File: src/rtl/inst_loader_pkg.sv
// inst_loader shared definitions: defaults and FSM state encoding.
// Imported by the loader and the pipeline top so address widths agree.
package inst_loader_pkg;

    localparam int ADDR_W_DEF = 10;
    localparam int DEPTH_DEF = 1024;
    localparam logic [7:0] SYNC_DEF = 8'hA5;
    localparam int LEN_W = 16;

    typedef enum logic [2:0] {
        S_IDLE,
        S_LEN_HI,
        S_LEN_LO,
        S_DATA,
        S_WRITE,
        S_CHECK,
        S_DONE,
        S_ERROR
    } state_e;

endpackage

File: src/rtl/inst_loader_if.sv
// inst_loader byte-stream handshake bundle.
// The serial receiver is the master, the loader is the slave.
interface inst_loader_if;

    logic [7:0] rx_data;
    logic       rx_valid;
    logic       rx_ready;

    modport master (
        output rx_data,
        output rx_valid,
        input  rx_ready
    );

    modport slave (
        input  rx_data,
        input  rx_valid,
        output rx_ready
    );

endinterface

File: src/rtl/inst_loader_word_assembler.sv
// inst_loader word assembler: big-endian byte shifter,
// byte index and running XOR checksum, all cleared together.
module word_assembler (
    input  logic        clock,
    input  logic        rst_n,
    input  logic        clr_i,
    input  logic        en_i,
    input  logic        shift_i,
    input  logic [7:0]  byte_i,
    output logic [31:0] word_nxt_o,
    output logic        last_o,
    output logic [7:0]  chk_o
);

    logic [31:0] word_q;
    logic [1:0]  idx_q;
    logic [7:0]  chk_q;

    assign word_nxt_o = {word_q[23:0], byte_i};
    assign last_o = en_i && shift_i && (idx_q == 2'd3);
    assign chk_o = chk_q;

    // Checksum and shift share the accepted-byte qualifier en_i.
    always_ff @(posedge clock or negedge rst_n) begin
        if (!rst_n) begin
            word_q <= '0;
            idx_q  <= '0;
            chk_q  <= '0;
        end else if (clr_i) begin
            word_q <= '0;
            idx_q  <= '0;
            chk_q  <= '0;
        end else if (en_i) begin
            chk_q <= chk_q ^ byte_i;
            if (shift_i) begin
                word_q <= word_nxt_o;
                idx_q  <= idx_q + 2'd1;
            end
        end
    end

endmodule

File: src/rtl/inst_loader.sv
// inst_loader top: framed byte loader writing instruction memory.
// Holds the CPU halted while a frame is in flight.
module inst_loader
    import inst_loader_pkg::*;
#(
    parameter int ADDR_W = ADDR_W_DEF,
    parameter int DEPTH = DEPTH_DEF,
    parameter logic [7:0] SYNC_BYTE = SYNC_DEF
) (
    input  logic              clock,
    input  logic              rst_n,
    inst_loader_if.slave      rx,
    output logic [ADDR_W-1:0] mem_address,
    output logic [31:0]       mem_data,
    output logic              mem_wren,
    output logic              cpu_hold,
    output logic              load_done,
    output logic              load_error,
    output logic [ADDR_W:0]   word_count
);

    state_e             state_q, state_d;
    logic [LEN_W-1:0]   len_q, len_d;
    logic [ADDR_W:0]    wc_q, wc_d, wc_inc;
    logic [ADDR_W-1:0]  addr_q, addr_d;
    logic [31:0]        data_q, data_d;
    logic               hold_q, hold_d;
    logic               done_q, done_d;
    logic               err_q, err_d;

    logic               accept;
    logic               clr, en, shift;
    logic [31:0]        word_nxt;
    logic               last;
    logic [7:0]         chk;

    assign rx.rx_ready = (state_q != S_WRITE);
    assign accept = rx.rx_valid && rx.rx_ready;
    assign wc_inc = wc_q + 1'b1;

    assign mem_address = addr_q;
    assign mem_data = data_q;
    assign mem_wren = (state_q == S_WRITE);
    assign cpu_hold = hold_q;
    assign load_done = done_q;
    assign load_error = err_q;
    assign word_count = wc_q;

    word_assembler u_asm (
        .clock      (clock),
        .rst_n      (rst_n),
        .clr_i      (clr),
        .en_i       (en),
        .shift_i    (shift),
        .byte_i     (rx.rx_data),
        .word_nxt_o (word_nxt),
        .last_o     (last),
        .chk_o      (chk)
    );

    // State and datapath registers.
    always_ff @(posedge clock or negedge rst_n) begin
        if (!rst_n) begin
            state_q <= S_IDLE;
            len_q   <= '0;
            wc_q    <= '0;
            addr_q  <= '0;
            data_q  <= '0;
            hold_q  <= 1'b0;
            done_q  <= 1'b0;
            err_q   <= 1'b0;
        end else begin
            state_q <= state_d;
            len_q   <= len_d;
            wc_q    <= wc_d;
            addr_q  <= addr_d;
            data_q  <= data_d;
            hold_q  <= hold_d;
            done_q  <= done_d;
            err_q   <= err_d;
        end
    end

    // Frame parser: next state, status flags and assembler controls.
    always_comb begin
        state_d = state_q;
        len_d   = len_q;
        wc_d    = wc_q;
        addr_d  = addr_q;
        data_d  = data_q;
        hold_d  = hold_q;
        done_d  = done_q;
        err_d   = err_q;
        clr     = 1'b0;
        en      = 1'b0;
        shift   = 1'b0;
        unique case (state_q)
            S_IDLE, S_DONE, S_ERROR: begin
                if (accept && rx.rx_data == SYNC_BYTE) begin
                    state_d = S_LEN_HI;
                    clr     = 1'b1;
                    wc_d    = '0;
                    done_d  = 1'b0;
                    err_d   = 1'b0;
                    hold_d  = 1'b1;
                end
            end
            S_LEN_HI: begin
                if (accept) begin
                    en      = 1'b1;
                    len_d   = {rx.rx_data, 8'h00};
                    state_d = S_LEN_LO;
                end
            end
            S_LEN_LO: begin
                if (accept) begin
                    en    = 1'b1;
                    len_d = {len_q[15:8], rx.rx_data};
                    if (len_d == '0) begin
                        state_d = S_CHECK;
                    end else if (len_d > LEN_W'(DEPTH)) begin
                        state_d = S_ERROR;
                        err_d   = 1'b1;
                    end else begin
                        state_d = S_DATA;
                    end
                end
            end
            S_DATA: begin
                if (accept) begin
                    en    = 1'b1;
                    shift = 1'b1;
                    if (last) begin
                        addr_d  = wc_q[ADDR_W-1:0];
                        data_d  = word_nxt;
                        state_d = S_WRITE;
                    end
                end
            end
            S_WRITE: begin
                wc_d = wc_inc;
                if (LEN_W'(wc_inc) == len_q) begin
                    state_d = S_CHECK;
                end else begin
                    state_d = S_DATA;
                end
            end
            S_CHECK: begin
                if (accept) begin
                    if (rx.rx_data == chk) begin
                        state_d = S_DONE;
                        done_d  = 1'b1;
                        hold_d  = 1'b0;
                    end else begin
                        state_d = S_ERROR;
                        err_d   = 1'b1;
                    end
                end
            end
            default: state_d = S_IDLE;
        endcase
    end

endmodule

File: src/flat_wrapper.sv
// flat-port wrapper written by rule: the top's interface ports become plain ports
module inst_loader_flat import inst_loader_pkg::*;
#(
    parameter int ADDR_W = ADDR_W_DEF,
    parameter int DEPTH = DEPTH_DEF,
    parameter logic [7:0] SYNC_BYTE = SYNC_DEF
)
  (clock, rst_n, mem_address, mem_data, mem_wren, cpu_hold, load_done, load_error, word_count, rx_rx_data, rx_rx_valid, rx_rx_ready);
  inst_loader_if rx_i ();
  input  logic clock;
  input  logic rst_n;
  output logic [ADDR_W-1:0] mem_address;
  output logic [31:0] mem_data;
  output logic mem_wren;
  output logic cpu_hold;
  output logic load_done;
  output logic load_error;
  output logic [ADDR_W:0] word_count;
  input wire logic [$bits(rx_i.rx_data)-1:0] rx_rx_data;
  input wire logic [$bits(rx_i.rx_valid)-1:0] rx_rx_valid;
  output wire logic [$bits(rx_i.rx_ready)-1:0] rx_rx_ready;
  assign rx_i.rx_data = rx_rx_data;
  assign rx_i.rx_valid = rx_rx_valid;
  assign rx_rx_ready = rx_i.rx_ready;
  inst_loader #(.ADDR_W(ADDR_W), .DEPTH(DEPTH), .SYNC_BYTE(SYNC_BYTE)) u_core (.clock(clock), .rst_n(rst_n), .rx(rx_i), .mem_address(mem_address), .mem_data(mem_data), .mem_wren(mem_wren), .cpu_hold(cpu_hold), .load_done(load_done), .load_error(load_error), .word_count(word_count));
endmodule
File: config.mk
export PLATFORM = sky130hd
export DESIGN_NAME = inst_loader_flat
export DESIGN_NICKNAME = d
export VERILOG_FILES = /design/src/rtl/inst_loader_pkg.sv /design/src/rtl/inst_loader_if.sv /design/src/rtl/inst_loader_word_assembler.sv /design/src/rtl/inst_loader.sv /design/src/flat_wrapper.sv
export SDC_FILE = /design/constraint.sdc
export NUM_CORES = 1
export LEC_CHECK = 0
export BUFFER_PORTS_ARGS = -buffer_cell sky130_fd_sc_hd__buf_2
export CAP_MARGIN = 10
export CORE_UTILIZATION = 36
export DETAILED_ROUTE_END_ITERATION = 16
export GPL_TIMING_DRIVEN = 0
export HOLD_SLACK_MARGIN = 0.12
export MAX_ROUTING_LAYER = met4
export PLACE_DENSITY = 0.59
export SYNTH_ARGS = -nofsm -noshare
export SYNTH_HDL_FRONTEND = slang
export SYNTH_SLANG_ARGS = --single-unit
File: constraint.sdc
create_clock -name clock -period 2.6 [get_ports clock]
set_clock_uncertainty 0.2 [all_clocks]
set_input_delay 0.52 -clock clock [delete_from_list [all_inputs] [get_ports clock]]
set_output_delay 0.52 -clock clock [all_outputs]
set_load 0.005 [all_outputs]
# Word level (Yosys, flattened, before mapping)

Cells that the tools add are included.

Bits in registers: 109
Input port bits: 11
Word-level logic and storage cells: 104

Add/subtract/negate cells: 2
Order comparisons: 1
Equality and inequality tests: 22
Mux-type cells: 43
Bitwise logic cells: 2
Reductions and logical operators: 22

Operators with widths:

| operator                                                                          | count |
|---|---|
| 24-bit 2-to-1 mux                                                                 | 3 |
| 16-bit case mux with 2 select lines                                               | 1 |
| 3-bit 2-to-1 mux                                                                  | 9 |
| 8-bit 2-to-1 mux                                                                  | 3 |
| 11-bit case mux with 2 select lines                                               | 1 |
| 3-bit case mux with 6 select lines                                                | 1 |
| 1-bit 2-to-1 mux                                                                  | 17 |
| 11-bit by 16-bit equality test with 1-bit output                                  | 1 |
| 16-bit by 11-bit greater-than comparator with 1-bit output, second input constant | 1 |
| 16-bit zero test                                                                  | 1 |
| 16-bit 2-to-1 mux                                                                 | 1 |
| 2-bit by 1-bit inequality test with 1-bit output, second input constant           | 8 |
| 3-bit equality test, second input constant                                        | 4 |
| 11-bit by 1-bit adder with 11-bit output, second input constant                   | 1 |
| 11-bit 2-to-1 mux                                                                 | 1 |
| 2-bit nonzero test                                                                | 5 |
| 3-bit AND reduction                                                               | 3 |
| 8-bit equality test                                                               | 1 |
| 8-bit equality test, second input constant                                        | 1 |
| 8-bit bitwise XOR                                                                 | 1 |
| 7-bit AND reduction                                                               | 1 |
| 3-bit by 2-bit equality test with 1-bit output, second input constant             | 2 |
| 2-bit 2-to-1 mux                                                                  | 3 |
| 6-bit AND reduction                                                               | 1 |
| other kinds (14)                                                                  | 21 |

# Logic depth before layout (Yosys ltp)

Gate-level depths: netlist of the first run.

Word-level depth: 9
Depth in mapped cells: 9
Depth with buffers taken out: 8

# Hierarchy

A second synthesis of the first run with hierarchy kept.

Cells, all modules: 479
Area, all modules: 5332.6 µm²

Modules (own cells, without submodules):

| module         | instances | cells each | area an instance (µm²) |
|---|---|---|---|
| inst_loader    | 1         | 337        | 3694.8 |
| word_assembler | 1         | 142        | 1637.8 |

# Least setup slack after synthesis of the first run

No wires, ideal clock.

Kind: input-to-reg
Start: input port rx_rx_data[4]
End: register u_core.state_q[2]
Setup time: 0.139 ns
Arrival: 2.329 ns
Path slack: -0.067 ns
Stages: 7
Path buffers: 1
Path through: buf_2 -> or4_4 -> or4_4 -> xnor2_1 -> or3_1 -> a22oi_1 -> a221oi_2

Cells in the longest elaborated chain, start to end: 5

Ends and longest elaborated chain:

| item                                                       | line               | RTL |
|---|---|---|
| start: declaration                                         | flat_wrapper.sv:19 | `input wire logic [$bits(rx_i.rx_data)-1:0] rx_rx_data;` |
| 16-bit by 11-bit greater-than comparator with 1-bit output | inst_loader.sv:121 | `end else if (len_d > LEN_W'(DEPTH)) begin` |
| 3-bit 2-to-1 mux                                           | inst_loader.sv:121 |  |
| 3-bit 2-to-1 mux                                           | inst_loader.sv:119 | `if (len_d == '0) begin` |
| 3-bit 2-to-1 mux                                           | inst_loader.sv:116 | `if (accept) begin` |
| 3-bit case mux with 6 select lines                         | inst_loader.sv:97  | `unique case (state_q)` |
| end signal: assignment                                     | inst_loader.sv:73  | `state_q <= state_d;` |
| end: declaration                                           | inst_loader.sv:22  | `state_e state_q, state_d;` |

Several ways; a longest one is shown, not always the timed one. The select of a mux whose other input is x is not followed.
A chain may end at the register's enable or synchronous reset.

# Final worst setup path of the first run

Start: register u_core.len_q[9]
End: register u_core.state_q[2]

Cells in the longest elaborated chain, start to end: 5

Ends and longest elaborated chain:

| item                                                       | line               | RTL |
|---|---|---|
| start: declaration                                         | inst_loader.sv:23  | `logic [LEN_W-1:0] len_q, len_d;` |
| start signal: assignment                                   | inst_loader.sv:74  | `len_q <= len_d;` |
| 16-bit by 11-bit greater-than comparator with 1-bit output | inst_loader.sv:121 |  |
| 3-bit 2-to-1 mux                                           | inst_loader.sv:121 |  |
| 3-bit 2-to-1 mux                                           | inst_loader.sv:119 |  |
| 3-bit 2-to-1 mux                                           | inst_loader.sv:116 |  |
| 3-bit case mux with 6 select lines (*)                     | inst_loader.sv:97  |  |

Every way passes the cells marked *; elsewhere a longest branch is shown, timed or not. The select of a mux whose other input is x is not followed.

==> flow_summary.json, run 1 <==
{
  "grt_max_degree": 56,
  "synth_top_area_share_pct": 54.4,
  "netlist_instances": 484,
  "portBuffers": 60,
  "cts-root-buf": "clkbuf_16",
  "n_antenna_cell": 0,
  "worst_setup_path_end_kind": "flip-flop",
  "synth_fa_ha_area_share_pct": 0.499,
  "post_synth_num_cell_types": 44,
  "critPathRequiredTime_ns": 2.62,
  "synth_seq_cells": 109,
  "cp_slowest_cell": "or4_1",
  "max_stage_delay_ns": 0.55,
  "synthTopCellsByArea": "dfrtp_1 54%, mux2_2 11%, nand2_1 7.0%",
  "startpoint": "u_core.len_q[9]$_DFFE_PN0P_",
  "antenna_found_initial": 0,
  "area_delta_synth_final_pct": 18.0,
  "outcome": "finished, final reports clean",
  "tightest_slew_ns": 0.738,
  "grt_use_total_pct": 17.8,
  "synth-xor-area-share_pct": 4.89,
  "drt-total-wl_um": 11700,
  "synth_ff_type": "dfrtp_1",
  "hold_viol_final": 0,
  "r2r_end": "u_core.state_q[2]$_DFFE_PN0P_",
  "ant_nets": 0,
  "crit_path_max_fanout": 3,
  "die_width_um": 120,
  "vias": 3840,
  "r2r-start": "u_core.len_q[9]$_DFFE_PN0P_",
  "fmax_mhz": 390,
  "synth_top_family_by_area": "simple AND/OR/NAND/NOR gates",
  "clk_latency_ns": 0.36,
  "wire_per_inst_um": 15.9,
  "r2r_slack_ns": 0.04,
  "final_util_pct": 44.2,
  "syn_area_um2": 5020,
  "crit_chain": "or4_1 > or4_4 > xnor2_1 > or3_1 > a22oi_2 > a221oi_2",
  "multi_input_area_um2": 2150,
  "nFillCells": 1299,
  "synthSimpleGateAreaFrac_pct": 13.8,
  "grt.overflow.total": 0,
  "grt_pass1_vias": 3637,
  "grt_pass1_wl_um": 19000,
  "regArea_um2": 2730,
  "cts_tree": "built",
  "p_per_area_nw_per_um2": 1130,
  "initial_core_util_pct": 37.4,
  "drt_iter0_drc": 285,
  "cts_max_level": 3,
  "cp.arrival_ns": 2.58,
  "synth_compound_area_share_pct": 11.9,
  "drcViolationCount": 0,
  "worstHoldPathCells": 3,
  "power.leakage_nw": 2.73,
  "ys_seq_area_share_pct": 54.4,
  "cts.sinks": 109,
  "crit_path_end": "u_core.state_q[2]$_DFFE_PN0P_",
  "drv_cap": 0,
  "synthTopCellsByCount": "109 x dfrtp_1, 94 x nand2_1, 49 x mux2_2, 38 x o21ai_0, 30 x a21oi_1",
  "reg2regPathDepth": 6,
  "vias_per_cell": 5.20,
  "finalSetupViolCount": 0,
  "ir_drop_mv": 0.331,
  "power.total_mw": 6.67,
  "cts.clk_slew.worst_paths_ns": 0.07,
  "avgSynthCellArea_um2": 10.4,
  "drive_above_1_share_pct": 27.5,
  "dr.pass1.iters": 4,
  "place_congestion": 0.880,
  "yosys_warnings": 0,
  "clock_path_buffers": 2,
  "synth_mux_area_share_pct": 11.2,
  "die_area_um2": 14400,
  "path_class": "flip-flop to flip-flop",
  "io_pins": 69,
  "cts_inserted_buffers": 9,
  "whs_ns": 0.231,
  "hold_path_class": "input port to flip-flop",
  "core-area_um2": 13400,
  "synth_most_common_cell": "dfrtp_1",
  "async_flop_share_pct": 100,
  "synth_nets": 497,
  "synth_edf_count": 0,
  "rows": 42,
  "hpwlAfterDp_um": 8390,
  "startpoint_type": "flip-flop",
  "synth_top_area_cell": "dfrtp_1",
  "period_share_pct": 98.6,
  "die_h_um": 120,
  "slew_headroom_pct": 50.8,
  "nNetsFinal": 571,
  "slew_viol_final": 0,
  "period_needed_ns": 2.56
}
-- cells by family after synthesis --
kind of cell / Yosys count
fa+ha+maj: 2
compound gates: 99
mux: 50
buf+inv: 40
xor+xnor: 28
flops: 109
simple gates: 156
-- state kept, by name, indices dropped and copies added (netlist names), 2 cells and up --
name,flops
u_core.mem_data,32
u_core.u_asm.idx_q,2
u_core.state_q,3
u_core.len_q,16
u_core.u_asm.word_q,24
u_core.word_count,11
u_core.mem_address,10
u_core.u_asm.chk_o,8
-- what timing repair did --
item                                   CTS  global route
pin swaps                                0             1
setup endpoints to repair               28            74
gates cloned                             0             0
setup buffers                            2             0
endpoints found under the hold margin   54             0
hold buffers                             1             0
gates resized for setup                  2            13
-- worst min-delay path by stage --
stage | from | to | slack [ns]
3_3_place_gp | u_core.cpu_hold$_DFFE_PN0P_ | u_core.cpu_hold$_DFFE_PN0P_ | 0.27
2_1_floorplan | rst_n | u_core.cpu_hold$_DFFE_PN0P_ | 0.02
3_5_place_dp | u_core.cpu_hold$_DFFE_PN0P_ | u_core.cpu_hold$_DFFE_PN0P_ | 0.28
6_report | rx_rx_data[3] | u_core.u_asm.word_q[3]$_DFFE_PN0P_ | 0.23
4_1_cts | rx_rx_data[3] | u_core.u_asm.word_q[3]$_DFFE_PN0P_ | 0.21
5_1_grt | rx_rx_data[3] | u_core.u_asm.word_q[3]$_DFFE_PN0P_ | 0.23
-- where the power goes --
group	total, mW	switching [mW]	internal, mW
Sequential	2.96	0.564	2.39
Combinational	2.41	1.23	1.18
Clock	1.30	0.636	0.663
Total	6.67	2.43	4.24
-- cells in the final DEF, fill, tap and decap left out, drive strengths merged, types with 3 or more instances in the layout --
| master | Yosys | final |
|---|---|---|
| and2 | 3 | 3 |
| a22o | 8 | 8 |
| nand4 | 5 | 5 |
| a21oi | 30 | 30 |
| nor3 | 5 | 5 |
| inv | 6 | 8 |
| xor2 | 6 | 6 |
| nand2 | 94 | 94 |
| and3 | 5 | 5 |
| o31ai | 4 | 4 |
| mux2 | 49 | 49 |
| o21ai | 40 | 40 |
| or4 | 6 | 6 |
| or3 | 3 | 3 |
| buf | 7 | 71 |
| clkbuf | 27 | 36 |
| nand3 | 6 | 6 |
| nor2 | 23 | 23 |
| dfrtp | 109 | 109 |
| xnor2 | 22 | 22 |
-- area by class of cell --
type | count | share of cell area [%]
buffer | 33 | 2.77
inverter | 6 | 0.380
sequential | 109 | 46.1
multi-input combinational | 335 | 36.4
clock buffer | 11 | 3.93
timing repair buffer | 64 | 6.00
tap | 176 | 3.72
clock inverter | 5 | 0.739
-- per-stage QoR --
step / setup TNS [ns] / cells / instance area [µm²] / setup slack [ns]
after global routing: -0.00102 / 739 / 5920 / -0.00102
after detailed placement: -13.64 / 721 / 5590 / -0.272
after global placement: -64.69 / 720 / 5560 / -0.464
after floorplan: -0.0494 / 484 / 5040 / -0.0494
after CTS: 0 / 740 / 5910 / 0.00491
final: 0 / 739 / 5920 / 0.0373
-- critical path, delay by kind of cell (launching register included) --
| family | cells | cell delay (ns) |
|---|---|---|
| AO/OA/AOI/OAI | 2 | 0.25 |
| XOR/XNOR | 1 | 0.14 |
| flip-flops | 1 | 0.42 |
| AND/OR/NAND/NOR | 3 | 1.42 |
-- layer usage --
metal | track usage, % | vias up | part of all wire, %
met3 | 2.66 | 16 | 3.9
met1 | 23.1 | 1908 | 46
met4 | 8.36 | 0 | 2.0
li1 | - | 1821 | -
met5 | - | - | 0
met2 | 27.2 | 95 | 48
Note: power is estimated with default switching activity, not from simulation.
==> run 2, diff against run 1 <==
- RECOVER_POWER: unset -> 25
==> flow_summary.json, run 2 (same netlist as run 1, synthesis figures left out) <==
{
  "critPathRequiredTime_ns": 2.62,
  "r2r_end": "u_core.state_q[2]$_DFFE_PN0P_",
  "period_needed_ns": 2.56,
  "rows": 42,
  "clock_path_buffers": 2,
  "cp.arrival_ns": 2.58,
  "r2r_slack_ns": 0.04,
  "hpwlAfterDp_um": 8390,
  "use_met2_pct": 27.2,
  "grt_use_total_pct": 17.8,
  "met3_usage_pct": 2.66,
  "startpoint_type": "flip-flop",
  "worst_setup_path_end_kind": "flip-flop",
  "drt-total-wl_um": 11700,
  "io_pins": 69,
  "vias_per_cell": 5.20,
  "initial_core_util_pct": 37.4,
  "slew_viol_final": 0,
  "cts_tree": "built",
  "vias": 3846,
  "die_width_um": 120,
  "wire_per_inst_um": 15.9,
  "grt_max_degree": 56,
  "grt.overflow.total": 0,
  "clk_latency_ns": 0.36,
  "r2r-start": "u_core.len_q[9]$_DFFE_PN0P_",
  "drv_cap": 0,
  "period_share_pct": 98.6,
  "die_area_um2": 14400,
  "p_per_area_nw_per_um2": 1130,
  "cts.clk_slew.worst_paths_ns": 0.07,
  "cts-root-buf": "clkbuf_16",
  "whs_ns": 0.230,
  "n_antenna_cell": 0,
  "grt_busiest_layer": "met2",
  "die_h_um": 120,
  "final_common_cell": "dfrtp_1",
  "grt_util_met1_pct": 23.1,
  "startpoint": "u_core.len_q[9]$_DFFE_PN0P_",
  "fmax_mhz": 390,
  "slew_headroom_pct": 51.2,
  "nNetsFinal": 571,
  "crit_path_max_fanout": 3,
  "setup_tns_ns": 0,
  "reg2regPathDepth": 6,
  "place_congestion": 0.880,
  "p_clk_share_pct": 19.5,
  "worstHoldPathCells": 3,
  "largest_reg_flops": 32,
  "p_int_mw": 4.22,
  "outcome": "finished, final reports clean",
  "finalSetupViolCount": 0,
  "drt_iter0_drc": 254,
  "area_delta_synth_final_pct": 17.7,
  "drcViolationCount": 0,
  "portBuffers": 60,
  "dr.pass1.iters": 4,
  "tightest_slew_ns": 0.732,
  "grt_pass1_wl_um": 19000,
  "power.leakage_nw": 2.68,
  "cts_inserted_buffers": 9,
  "cts.sinks": 109,
  "crit_path_end": "u_core.state_q[2]$_DFFE_PN0P_",
  "pwr-share-seq_pct": 44.4,
  "ir_drop_mv": 0.331,
  "p_sw_mw": 2.44,
  "grt_pass1_vias": 3637,
  "cts_max_level": 3,
  "hold_path_class": "input port to flip-flop",
  "final_util_pct": 44.1,
  "path_class": "flip-flop to flip-flop",
  "ant_nets": 0,
  "layout_common_cells": "108 x dfrtp_1, 93 x nand2_1, 51 x buf_2",
  "antenna_found_initial": 0,
  "p_comb_share_pct": 36.0,
  "core-area_um2": 13400,
  "drive_above_1_share_pct": 25.2,
  "hold_viol_final": 0,
  "swShare_pct": 36.6
}
-- run 2: cell count changes in the layout (fill, tap and decap cells not counted) --
cell      previous run  this run
clkbuf_1            19        29
buf_2               64        51
buf_1                1         4
-- run 2: power groups by stage --
stage                     Combinational (mW)  Clock [mW]  Sequential (mW)
after detailed placement                2.40           0             2.99
after floorplan                         1.66           0             2.86
after global placement                  2.32           0             2.96
after global routing                    2.67        1.41             3.06
final                                   2.40        1.30             2.96
after CTS                               2.42        1.34             2.96
-- run 2: worst min-delay path by stage --
stage,start,endpoint,slack (ns)
after floorplan,rst_n,u_core.cpu_hold$_DFFE_PN0P_,0.02
after global placement,u_core.cpu_hold$_DFFE_PN0P_,u_core.cpu_hold$_DFFE_PN0P_,0.27
after detailed placement,u_core.cpu_hold$_DFFE_PN0P_,u_core.cpu_hold$_DFFE_PN0P_,0.28
after CTS,rx_rx_data[3],u_core.u_asm.word_q[3]$_DFFE_PN0P_,0.21
after global routing,rx_rx_data[3],u_core.u_asm.word_q[3]$_DFFE_PN0P_,0.23
final,rx_rx_data[3],u_core.u_asm.word_q[3]$_DFFE_PN0P_,0.23
-- run 2: routing by layer --
metal / wire [µm] / vias to the layer above
met5: 0 / -
met4: 232 / 0
met3: 421 / 15
met2: 5670 / 88
met1: 5420 / 1919
li1: - / 1824
-- run 2: final cells by class --
cell class	instances	area, µm²
fill	1304	7490
sequential	109	2730
multi-input combinational	335	2150
timing repair buffer	64	339
clock buffer	11	233
tap	176	220
buffer	33	164
clock inverter	5	43.8
inverter	6	22.5
-- run 2: timing repair --
| action | CTS | global route |
|---|---|---|
| hold buffers | 1 | 0 |
| setup endpoints to repair | 28 | 74 |
| pin swaps | 0 | 1 |
| endpoints found under the hold margin | 54 | 0 |
| resized for setup | 2 | 13 |
| buffers inserted | 2 | 0 |
-- run 2: stage by stage --
stage / cells / area (µm²) / power, mW / worst slack [ns]
3_3_place_gp: 720 / 5560 / 5.28 / -0.464
6_report: 739 / 5910 / 6.66 / 0.0363
4_1_cts: 740 / 5910 / 6.71 / 0.00491
5_1_grt: 739 / 5910 / 7.14 / -0.00102
2_1_floorplan: 484 / 5040 / 4.52 / -0.0494
3_5_place_dp: 721 / 5590 / 5.39 / -0.272
-- run 2: worst max-delay path: stages, from the launching register on --
cell and delay (ns):
dfrtp_1 0.43, or4_1 0.55, or4_4 0.51, xnor2_1 0.14, or3_1 0.36, a22oi_2 0.17
a221oi_2 0.08
==> run 3, diff against run 2 <==
- clock period: 2.6 -> 3.3 ns (I/O delays scaled with it)
==> flow_summary.json, run 3 (same netlist as run 1, synthesis figures left out) <==
{
  "tightest_slew_ns": 1.48,
  "clock_path_buffers": 2,
  "hpwlAfterDp_um": 8180,
  "slew_viol_final": 0,
  "drive_above_1_share_pct": 25.7,
  "ant_nets": 0,
  "grt_max_degree": 58,
  "cts_tree": "built",
  "nFillCells": 1290,
  "path_class": "flip-flop to flip-flop",
  "cts.sinks": 109,
  "multi_input_area_um2": 2120,
  "drv_cap": 0,
  "rows": 42,
  "p_comb_share_pct": 34.9,
  "drt_iter0_drc": 245,
  "clk_latency_ns": 0.36,
  "post_cts_resized": 0,
  "die_width_um": 120,
  "rsz0062_at_grt": "no",
  "regArea_um2": 2730,
  "fmax_mhz": 364,
  "critPathRequiredTime_ns": 3.33,
  "place_congestion": 0.851,
  "p_sw_mw": 1.90,
  "layout_common_cells": "109 x dfrtp_1, 94 x nand2_1, 65 x buf_2",
  "io_pins": 69,
  "dr.pass1.iters": 5,
  "final_common_cell": "dfrtp_1",
  "vias": 3820,
  "p_per_area_nw_per_um2": 904,
  "slew_headroom_pct": 1.03,
  "wire_per_inst_um": 15.4,
  "area_delta_synth_final_pct": 17.3,
  "p_clk_share_pct": 21.5,
  "finalSetupViolCount": 0,
  "grt.overflow.total": 0,
  "cts.clk_slew.worst_paths_ns": 0.07,
  "cts_max_level": 3,
  "p_int_mw": 3.42,
  "max_stage_delay_ns": 0.43,
  "portBuffers": 60,
  "postCtsHoldBufs": 0,
  "power.leakage_nw": 2.72,
  "core-area_um2": 13400,
  "pwr-share-seq_pct": 43.7,
  "cts_setup_buffers": 0,
  "cp_slowest_cell": "nor4_2",
  "final_cells": 737,
  "hold_viol_final": 0,
  "period_needed_ns": 2.75,
  "swShare_pct": 35.7,
  "hold_path_class": "flip-flop to flip-flop",
  "cts-root-buf": "clkbuf_16",
  "initial_core_util_pct": 37.4,
  "antenna_found_initial": 0,
  "die_h_um": 120,
  "crit_path_max_fanout": 9,
  "cts_inserted_buffers": 9,
  "largest_reg_flops": 32,
  "grt_use_total_pct": 17.5,
  "vias_per_cell": 5.18,
  "period_share_pct": 83.3,
  "ir_drop_mv": 0.313,
  "die_area_um2": 14400,
  "drcViolationCount": 0,
  "grt_pass1_wl_um": 19000,
  "setup_tns_ns": 0,
  "drt-total-wl_um": 11300,
  "dp_cells": 721,
  "grt_pass1_vias": 3654,
  "nNetsFinal": 569,
  "n_antenna_cell": 0,
  "worst_setup_path_end_kind": "flip-flop",
  "outcome": "finished, final reports clean",
  "design_area_um2": 5880,
  "startpoint_type": "flip-flop",
  "crit_chain": "buf_2 > nor2_1 > nand2_1 > inv_2 > nor4_2 > a21boi_2 > nor2_1 > o21ai_0 > o21ai_0",
  "cp.arrival_ns": 2.78,
  "place_area_um2": 5570
}
-- run 3: path summary, 6_finish.rpt --
kind                            cells past startpoint                           endpoint                               from  slack [ns]
worst max register to register                      9  u_core.u_asm.chk_o[6]$_DFFE_PN0P_      u_core.state_q[0]$_DFFE_PN0P_        0.55
worst max-delay path                                9  u_core.u_asm.chk_o[6]$_DFFE_PN0P_      u_core.state_q[0]$_DFFE_PN0P_        0.55
min in group asynchronous                           1       u_core.len_q[15]$_DFFE_PN0P_                              rst_n        0.44
max in group asynchronous                           2        u_core.cpu_hold$_DFFE_PN0P_                              rst_n        1.54
worst min-delay path                                2  u_core.mem_address[5]$_DFFE_PN0P_  u_core.mem_address[5]$_DFFE_PN0P_        0.28
worst min register to register                      2  u_core.mem_address[5]$_DFFE_PN0P_  u_core.mem_address[5]$_DFFE_PN0P_        0.28
-- run 3: final cells by class --
type / count / area share [%]
clock inverters: 6 / 1.36
clock buffers: 10 / 4.06
multi-input cells: 335 / 36.0
repair buffers: 61 / 5.57
inverters: 6 / 0.383
well taps: 176 / 3.74
plain buffers: 34 / 2.49
flip-flops and latches: 109 / 46.4
-- run 3: power by group through the flow --
stage	Sequential (mW)	Combinational (mW)	Clock (mW)
floorplan	2.25	1.30	0
global placement	2.33	1.82	0
detailed placement	2.35	1.87	0
CTS	2.33	1.87	1.17
global route	2.41	2.10	1.22
finish	2.32	1.86	1.14
-- run 3: through the flow --
step	hold slack [ns]	total power, mW	util, %	setup WS (ns)
after floorplan	0.164	3.55	-	0.493
after global placement	0.264	4.15	41.3	0.120
after detailed placement	0.277	4.22	41.6	0.265
after CTS	0.198	5.37	43.9	0.543
after global routing	0.310	5.73	43.9	0.329
final	0.282	5.32	43.9	0.551
-- run 3: critical path, delay by kind of cell (launching register included) --
kind	cells	cell delay, ns
flops	1	0.32
buf+inv	2	0.35
compound gates	3	0.74
simple gates	4	1.01
-- run 3: metal layers --
| layer | vias to the layer above | global-route usage, % | routed length (µm) |
|---|---|---|---|
| li1 | 1822 | - | - |
| met1 | 1872 | 23.9 | 5310 |
| met2 | 112 | 25.5 | 5250 |
| met3 | 14 | 2.76 | 555 |
| met4 | 0 | 8.20 | 223 |
| met5 | - | - | 0 |
